## src/rtl/soda_dispense_ctrl.sv

```systemverilog
// Can-release controller: queues vend drops, runs the motor, confirms with the chute sensor.
// Optional SODA_VEND_COUNT_EN adds a 16-bit confirmed-vend counter with synchronous clear.
module soda_dispense_ctrl #(
   parameter int unsigned STOCK_W      = 4,
   parameter int unsigned PEND_W       = 2,
   parameter int unsigned MOTOR_CYCLES = 8,
   parameter int unsigned TIMEOUT      = 16
) (
   input  logic               clock,
   input  logic               reset,
   input  logic               drop,
   input  logic               can_sense,
   input  logic               restock,
   input  logic [STOCK_W-1:0] restock_qty,
   input  logic               clear_fault,
`ifdef SODA_VEND_COUNT_EN
   input  logic               count_clear,
   output logic [15:0]        vend_count,
`endif
   output logic               motor,
   output logic               vend_done,
   output logic               refund,
   output logic               fault,
   output logic               sold_out,
   output logic               busy,
   output logic [STOCK_W-1:0] stock,
   output logic [PEND_W-1:0]  pending
);

   localparam int unsigned TIMER_MAX = (MOTOR_CYCLES > TIMEOUT) ? MOTOR_CYCLES : TIMEOUT;
   localparam int unsigned TIMER_W   = (TIMER_MAX > 1) ? $clog2(TIMER_MAX) : 1;
   localparam int unsigned CMP_W     = (STOCK_W > PEND_W) ? STOCK_W : PEND_W;

   localparam logic [TIMER_W-1:0] MOTOR_LOAD  = TIMER_W'(MOTOR_CYCLES - 1);
   localparam logic [TIMER_W-1:0] SENSE_LOAD  = TIMER_W'(TIMEOUT - 1);
   localparam logic [PEND_W-1:0]  PEND_MAX    = '1;
   localparam logic [STOCK_W-1:0] STOCK_MAX   = '1;
   localparam logic [STOCK_W:0]   STOCK_MAX_W = {1'b0, STOCK_MAX};

   typedef enum logic [1:0] {StIdle, StMotor, StSense, StFault} state_e;

   state_e               state_q, state_d;
   logic [TIMER_W-1:0]   timer_q, timer_d;
   logic                 done;

   logic [PEND_W-1:0]    pending_q, pending_d;
   logic [STOCK_W-1:0]   stock_q, stock_d;
   logic [STOCK_W:0]     stock_sum;
   logic [CMP_W-1:0]     pend_ext, stock_ext;
   logic                 accept;

   logic                 motor_q, motor_d;
   logic                 busy_q, busy_d;
   logic                 fault_q, fault_d;
   logic                 vend_done_q, refund_q, sold_out_q;

   // ---------------------------------------------------------------- state register
   always_ff @(posedge clock) begin
      if (reset) begin
         state_q <= StIdle;
         timer_q <= '0;
      end else begin
         state_q <= state_d;
         timer_q <= timer_d;
      end
   end

   // ---------------------------------------------------------------- next state
   always_comb begin
      state_d = state_q;
      timer_d = timer_q;
      done    = 1'b0;
      unique case (state_q)
         StIdle: begin
            if (pending_q != '0 && stock_q != '0) begin
               state_d = StMotor;
               timer_d = MOTOR_LOAD;
            end
         end
         StMotor: begin
            if (timer_q == '0) begin
               state_d = StSense;
               timer_d = SENSE_LOAD;
            end else begin
               timer_d = timer_q - 1'b1;
            end
         end
         StSense: begin
            if (can_sense) begin
               done    = 1'b1;
               state_d = StIdle;
            end else if (timer_q == '0) begin
               state_d = StFault;
            end else begin
               timer_d = timer_q - 1'b1;
            end
         end
         StFault: begin
            if (clear_fault) begin
               state_d = StIdle;
            end
         end
         default: state_d = StIdle;
      endcase
   end

   // ---------------------------------------------------------------- outputs (from next state)
   always_comb begin
      motor_d = 1'b0;
      busy_d  = 1'b0;
      fault_d = 1'b0;
      unique case (state_d)
         StMotor: begin
            motor_d = 1'b1;
            busy_d  = 1'b1;
         end
         StSense: busy_d  = 1'b1;
         StFault: fault_d = 1'b1;
         default: ;
      endcase
   end

   // ---------------------------------------------------------------- queue and stock
   assign pend_ext  = CMP_W'(pending_q);
   assign stock_ext = CMP_W'(stock_q);

   // Acceptance looks only at pre-update counts, so a drop racing a done is judged on old stock.
   assign accept = drop && (pending_q != PEND_MAX) && (pend_ext < stock_ext);

   always_comb begin
      pending_d = pending_q;
      if (accept && !done) begin
         pending_d = pending_q + 1'b1;
      end else if (!accept && done) begin
         pending_d = pending_q - 1'b1;
      end
   end

   // One extra bit so restock overflow can be detected and clamped.
   always_comb begin
      stock_sum = {1'b0, stock_q} + (restock ? {1'b0, restock_qty} : '0)
                  - {{STOCK_W{1'b0}}, done};
      stock_d   = (stock_sum > STOCK_MAX_W) ? STOCK_MAX : stock_sum[STOCK_W-1:0];
   end

   always_ff @(posedge clock) begin
      if (reset) begin
         pending_q   <= '0;
         stock_q     <= '0;
         motor_q     <= 1'b0;
         busy_q      <= 1'b0;
         fault_q     <= 1'b0;
         vend_done_q <= 1'b0;
         refund_q    <= 1'b0;
         sold_out_q  <= 1'b1;
      end else begin
         pending_q   <= pending_d;
         stock_q     <= stock_d;
         motor_q     <= motor_d;
         busy_q      <= busy_d;
         fault_q     <= fault_d;
         vend_done_q <= done;
         refund_q    <= drop && !accept;
         sold_out_q  <= (stock_d == '0);
      end
   end

`ifdef SODA_VEND_COUNT_EN
   logic [15:0] vend_count_q;

   always_ff @(posedge clock) begin
      if (reset || count_clear) begin
         vend_count_q <= '0;
      end else if (done) begin
         vend_count_q <= vend_count_q + 16'd1;
      end
   end

   assign vend_count = vend_count_q;
`endif

   assign motor     = motor_q;
   assign busy      = busy_q;
   assign fault     = fault_q;
   assign vend_done = vend_done_q;
   assign refund    = refund_q;
   assign sold_out  = sold_out_q;
   assign stock     = stock_q;
   assign pending   = pending_q;

   motor_not_in_fault: assert property (@(posedge clock) disable iff (reset) !(motor_q && fault_q));

endmodule

```

## config.mk

```make
export PLATFORM = sky130hd
export DESIGN_NAME = soda_dispense_ctrl
export DESIGN_NICKNAME = d
export VERILOG_FILES = /design/src/rtl/soda_dispense_ctrl.sv
export SDC_FILE = /design/constraint.sdc
export NUM_CORES = 1
export LEC_CHECK = 0
export CAP_MARGIN = 20
export CORE_MARGIN = 4
export CORE_UTILIZATION = 43
export DETAILED_ROUTE_END_ITERATION = 10
export PLACE_DENSITY = 0.7
export SLEW_MARGIN = 15
export SYNTH_ARGS = -nofsm -noshare
export SYNTH_HDL_FRONTEND = slang
export SYNTH_SLANG_ARGS = --single-unit
```

## constraint.sdc

```tcl
create_clock -name clock -period 2.5 [get_ports clock]
set_clock_uncertainty 0.1 [all_clocks]
set_input_delay 0.5 -clock clock [delete_from_list [all_inputs] [get_ports clock]]
set_output_delay 0.5 -clock clock [all_outputs]
set_load 0.01 [all_outputs]
```

---- After elaboration in Yosys (flattened, before gate mapping) ----
Index checks and enable logic that the tools add are counted.
storage, ports and cells
  register bits after elaboration ......... 18
  output and inout port bits .............. 12
cells by class
  add/subtract/negate cells ............... 5
  magnitude comparators ................... 2
  equal/unequal tests ..................... 10
  muxes and demuxes ....................... 20
  reduce and logical (&&, ||, !) cells .... 17
operator list
  kind                 count
  $mux 4               6
  $mux 2               7
  $pmux 4 s3           1
  $eq 2x2->1 const B   4
  $logic_not 4->1      2
  $ne 2x2->1 const B   4
  $pmux 2 s4           1
  $logic_and 1x1->1    6
  $add 4x4->5          1
  $gt 5x4->1 const B   1
  $mux 1               5
  $sub 5x1->5          1
  $eq 2x1->1 const B   2
  $lt 2x4->1           1
  $reduce_and 4->1     1
  $reduce_bool 2->1    2
  $reduce_bool 4->1    1
  $sub 4x1->4 const B  1
  $reduce_bool 3->1    1
  $add 2x1->2 const B  1
  $logic_not 1->1      2
  $logic_not 2->1      1
  $reduce_or 2->1      1
  $sub 2x1->2 const B  1

---- Logic depth before layout (Yosys ltp) ----
  depth after elaboration ................. 7
  mapped depth ............................ 12
  mapped depth without buffers ............ 12

---- Least setup slack after synthesis ----
Ideal clock, no wire load.
  path kind ............................... register -> register
  start ................................... register state_q[0]
  end ..................................... register sold_out_q (netlist: sold_out)
  setup time .............................. 0.059 ns
  arrival ................................. 2.544 ns
  slack ................................... -0.203 ns
  stages on the path, launching flop included .. 13
  clock period less this slack ............ 2.703 ns
  cell sequence ........................... dfxtp_1 inv_1 ha_1 nand2_1 inv_1 ha_1 inv_1 ha_1 fa_1 a21o_1 a21oi_1 xor2_1 a41o_1
between the ends
  word-level cells in the longest chain between the ends .. 6
RTL lines
  what                      line  text
  start: declaration        42    state_e state_q, state_d;
  start signal: assignment  60    state_q <= StIdle;
  start signal: assignment  63    state_q <= state_d;
  $eq 2x2->1 (*)            73    unique case (state_q)
  $mux 1 (*)                73
  named net done            44    logic done;
  $sub 5x1->5 (*)           142   - {{STOCK_W{1'b0}}, done};
  $gt 5x4->1                143   stock_d = (stock_sum > STOCK_MAX_W) ? STOCK_MAX : stock_sum[STOCK_W-1:0];
  $mux 4 (*)                143
  $logic_not 4->1 (*)       164   sold_out_q <= (stock_d == '0);
  end signal: assignment    164
  end: declaration          55    logic vend_done_q, refund_q, sold_out_q;
Mark *: on every way through the listed nets, which the timed path passes. The rest lies on a longest branch.
A chain may end at the register's enable or synchronous reset.

---- Worst setup path in the final report ----
Same ends and word-level chain as after synthesis.

==> impl_metrics.yaml <==
clocking:
  clkLatencyLatePin_ns: 0.28
  cts_buffers: 3
  ctsHoldBuffers: 0
  clockBufferDepth: 2
  clkTransAtPathRegs_ns: 0.09
  clockRootBuffer: "clkbuf_4"
  clkSinkCount: 18
  cts_tree: "done"
  htree_levels: 1
global_route:
  grt-ovfl-total: 0
  gr-usage-met3_pct: 4.47
  track_usage_pct: 15.4
  grt_max_degree: 19
  antenna_found_initial: 0
  grt_pass1_wl_mm: 4.37
  grt_pass1_vias: 1001
  top_usage_layer: "met2"
  grt_util_met1_pct: 20.4
  grt_util_met2_pct: 26.6
floorplan:
  boundaryPins: 22
  rows: 18
  die_h_um: 60.8
  core-area_um2: 2570
  initial_core_util_pct: 46.7
  die-width_um: 60.8
  die_area_um2: 3700
sta:
  hold_violations: 0
  slew_violations: 0
  clock.fmax_mhz: 418
  fin_ws_ns: 0.110
  period_share_pct: 95.6
  slew_headroom_pct: 78.0
  setup_violations: 0
  worstMarginPinSlew_ns: 0.329
  min_period_ns: 2.39
logic_synthesis:
  ys.flop_type: "dfxtp_1"
  ys_types: 37
  synth-edff-count: 0
  synth_warnings: 0
  synth_area_um2: 1200
  synth-seq-cells: 18
  seq_area_frac_synth_pct: 30.0
  syn_inst: 133
  ys_async_sr_fraction_pct: 0
  synth_fp_nets: 163
  syn_avg_cell_area_um2: 9.02
placement:
  post-dp-hpwl_mm: 2.08
  dp.cells: 192
  port_buffers: 21
  gp_congestion: 0.820
  dpl_worst_slack_ns: -0.369
setup_path:
  worstPathRequired_ns: 2.63
  critPathLaunchType: "flop"
  crit_path_max_fanout: 5
  crit_path_end_kind: "flop"
  worstSetupPathType: "reg -> reg"
  worstPathArrival_ns: 2.52
  reg2reg_slack_ns: 0.11
cells_and_area:
  fin_nets: 199
  syn_to_final_growth_pct: 34.2
  fin_cells: 197
  drive_gt1_share_pct: 19.2
  n_antenna_cell: 0
pwr:
  peakVddDrop_mv: 0.941
  p_leak_nw: 0.745
  p_per_area_nw_per_um2: 1160
detailed_routing:
  ant_nets: 0
  avgViaCountPerCell: 5.21
  firstDrtPassIters: 4
  num_vias: 1026
  drt_iter0_drc: 27
  drc: 0
  wl_per_cell_um: 13.0
  totalWireLength_mm: 2.56
run_status:
  outcome: "finished clean"
job:
  maxCapViolCount: 0
min_path:
  hold_class: "reg -> reg"
[cells by family after synthesis]
logic type | count (synthesis) | synth area share [%]
AOI/OAI and AO/OA | 34 | 19.9
xor gates and xnor gates | 5 | 3.65
adders and majority gates | 20 | 21.5
buffers and inverters | 22 | 6.99
DFF | 18 | 30.0
and+or+nand+nor | 34 | 17.9
[worst max-delay path, cell delays in order (launching register included)]
cell and delay (ns):
dfxtp_2 0.36, inv_4 0.05, ha_4 0.16, nand2_4 0.06, inv_2 0.04, ha_4 0.25, inv_2 0.04, ha_4 0.15
fa_2 0.33, a21o_1 0.17, a21oi_2 0.19, xor2_2 0.23, a41o_1 0.19
[report_power, final]
part	total (W)	switching, W	internal, W
clock	0.000136	0.0000799	0.0000559
sequential	0.000483	0.0000982	0.000385
combinational	0.00125	0.000606	0.000639
total	0.00186	0.000784	0.00108
[state kept, by name, indices dropped and copies added, names as in the netlist]
name       cells
sold_out       1
motor          1
vend_done      1
fault          1
stock          4
refund         1
state_q        2
timer_q        4
pending        2
busy           1
[placed cells by master, fill, tap and decap left out, drive strengths merged, types with 2 or more instances in the layout]
cell type and instances:
or4 5, buf 12, ha 19, nor3b 2, nand2 6, o21ai 4
nor2b 6, nor2 7, or3b 2, dfxtp 18, o31a 2, clkdlybuf4s50 18
a21o 2, xor2 4, o221a 2, o31ai 4, inv 20, clkbuf 3
a21oi 11, dlygate4sd2 3
[per-stage QoR]
stage	hold WS [ns]	total power (W)	cell area (um^2)	setup TNS, ns	utilization, %
floorplan	0.377	0.00128	1220	0	-
global placement	0.415	0.00166	1530	-1.49	59.7
detailed placement	0.420	0.00169	1530	-1.76	59.7
CTS	0.434	0.00186	1570	0	61.3
global route	0.462	0.00206	1610	-0.00596	62.7
finish	0.439	0.00186	1610	0	62.7
[synthesized netlist by cell type (2+ instances only)]
cell     count  area, um^2
dfxtp_1     18         360
ha_1        19         238
xor2_1       4        35.0
nor2b_1      6        37.5
inv_1       20        75.1
a21o_1       2        15.0
o221a_1      2        22.5
o31ai_1      4        30.0
or4_1        4        30.0
o21ai_0      4        20.0
a21oi_1     11        55.1
or3b_1       2        17.5
o31a_1       2        17.5
nand2_1      6        22.5
nor2_1       7        26.3
[path summary, 6_finish.rpt]
path,end,depth (start not counted),startpoint
max,sold_out,12,state_q[0]
min,timer_q[1],2,timer_q[1]
max reg2reg,sold_out,12,state_q[0]
min reg2reg,timer_q[1],2,timer_q[1]
[metal layers]
| layer | routed length (um) | share of wire, % | vias up |
|---|---|---|---|
| met5 | 0 | 0 | - |
| met4 | 0 | 0 | 0 |
| met3 | 112 | 4.4 | 0 |
| met2 | 1260 | 49 | 18 |
| met1 | 1190 | 47 | 471 |
| li1 | - | - | 537 |
[repair_timing]
item / CTS / global route
setup buffers: 1 / 1
resized for setup: 6 / 6
gates cloned: 0 / 0
pin swaps: 7 / 6
endpoints found under the setup margin: 5 / 5
[area by class of cell]
class                      instances  area [um^2]
fill                             222          957
multi-input combinational         93          815
sequential                        18          362
timing repair buffer              33          297
inverter                          20         77.6
tap                               30         37.5
clock buffer                       3         22.5
Note: power is estimated with default switching activity, not from simulation.
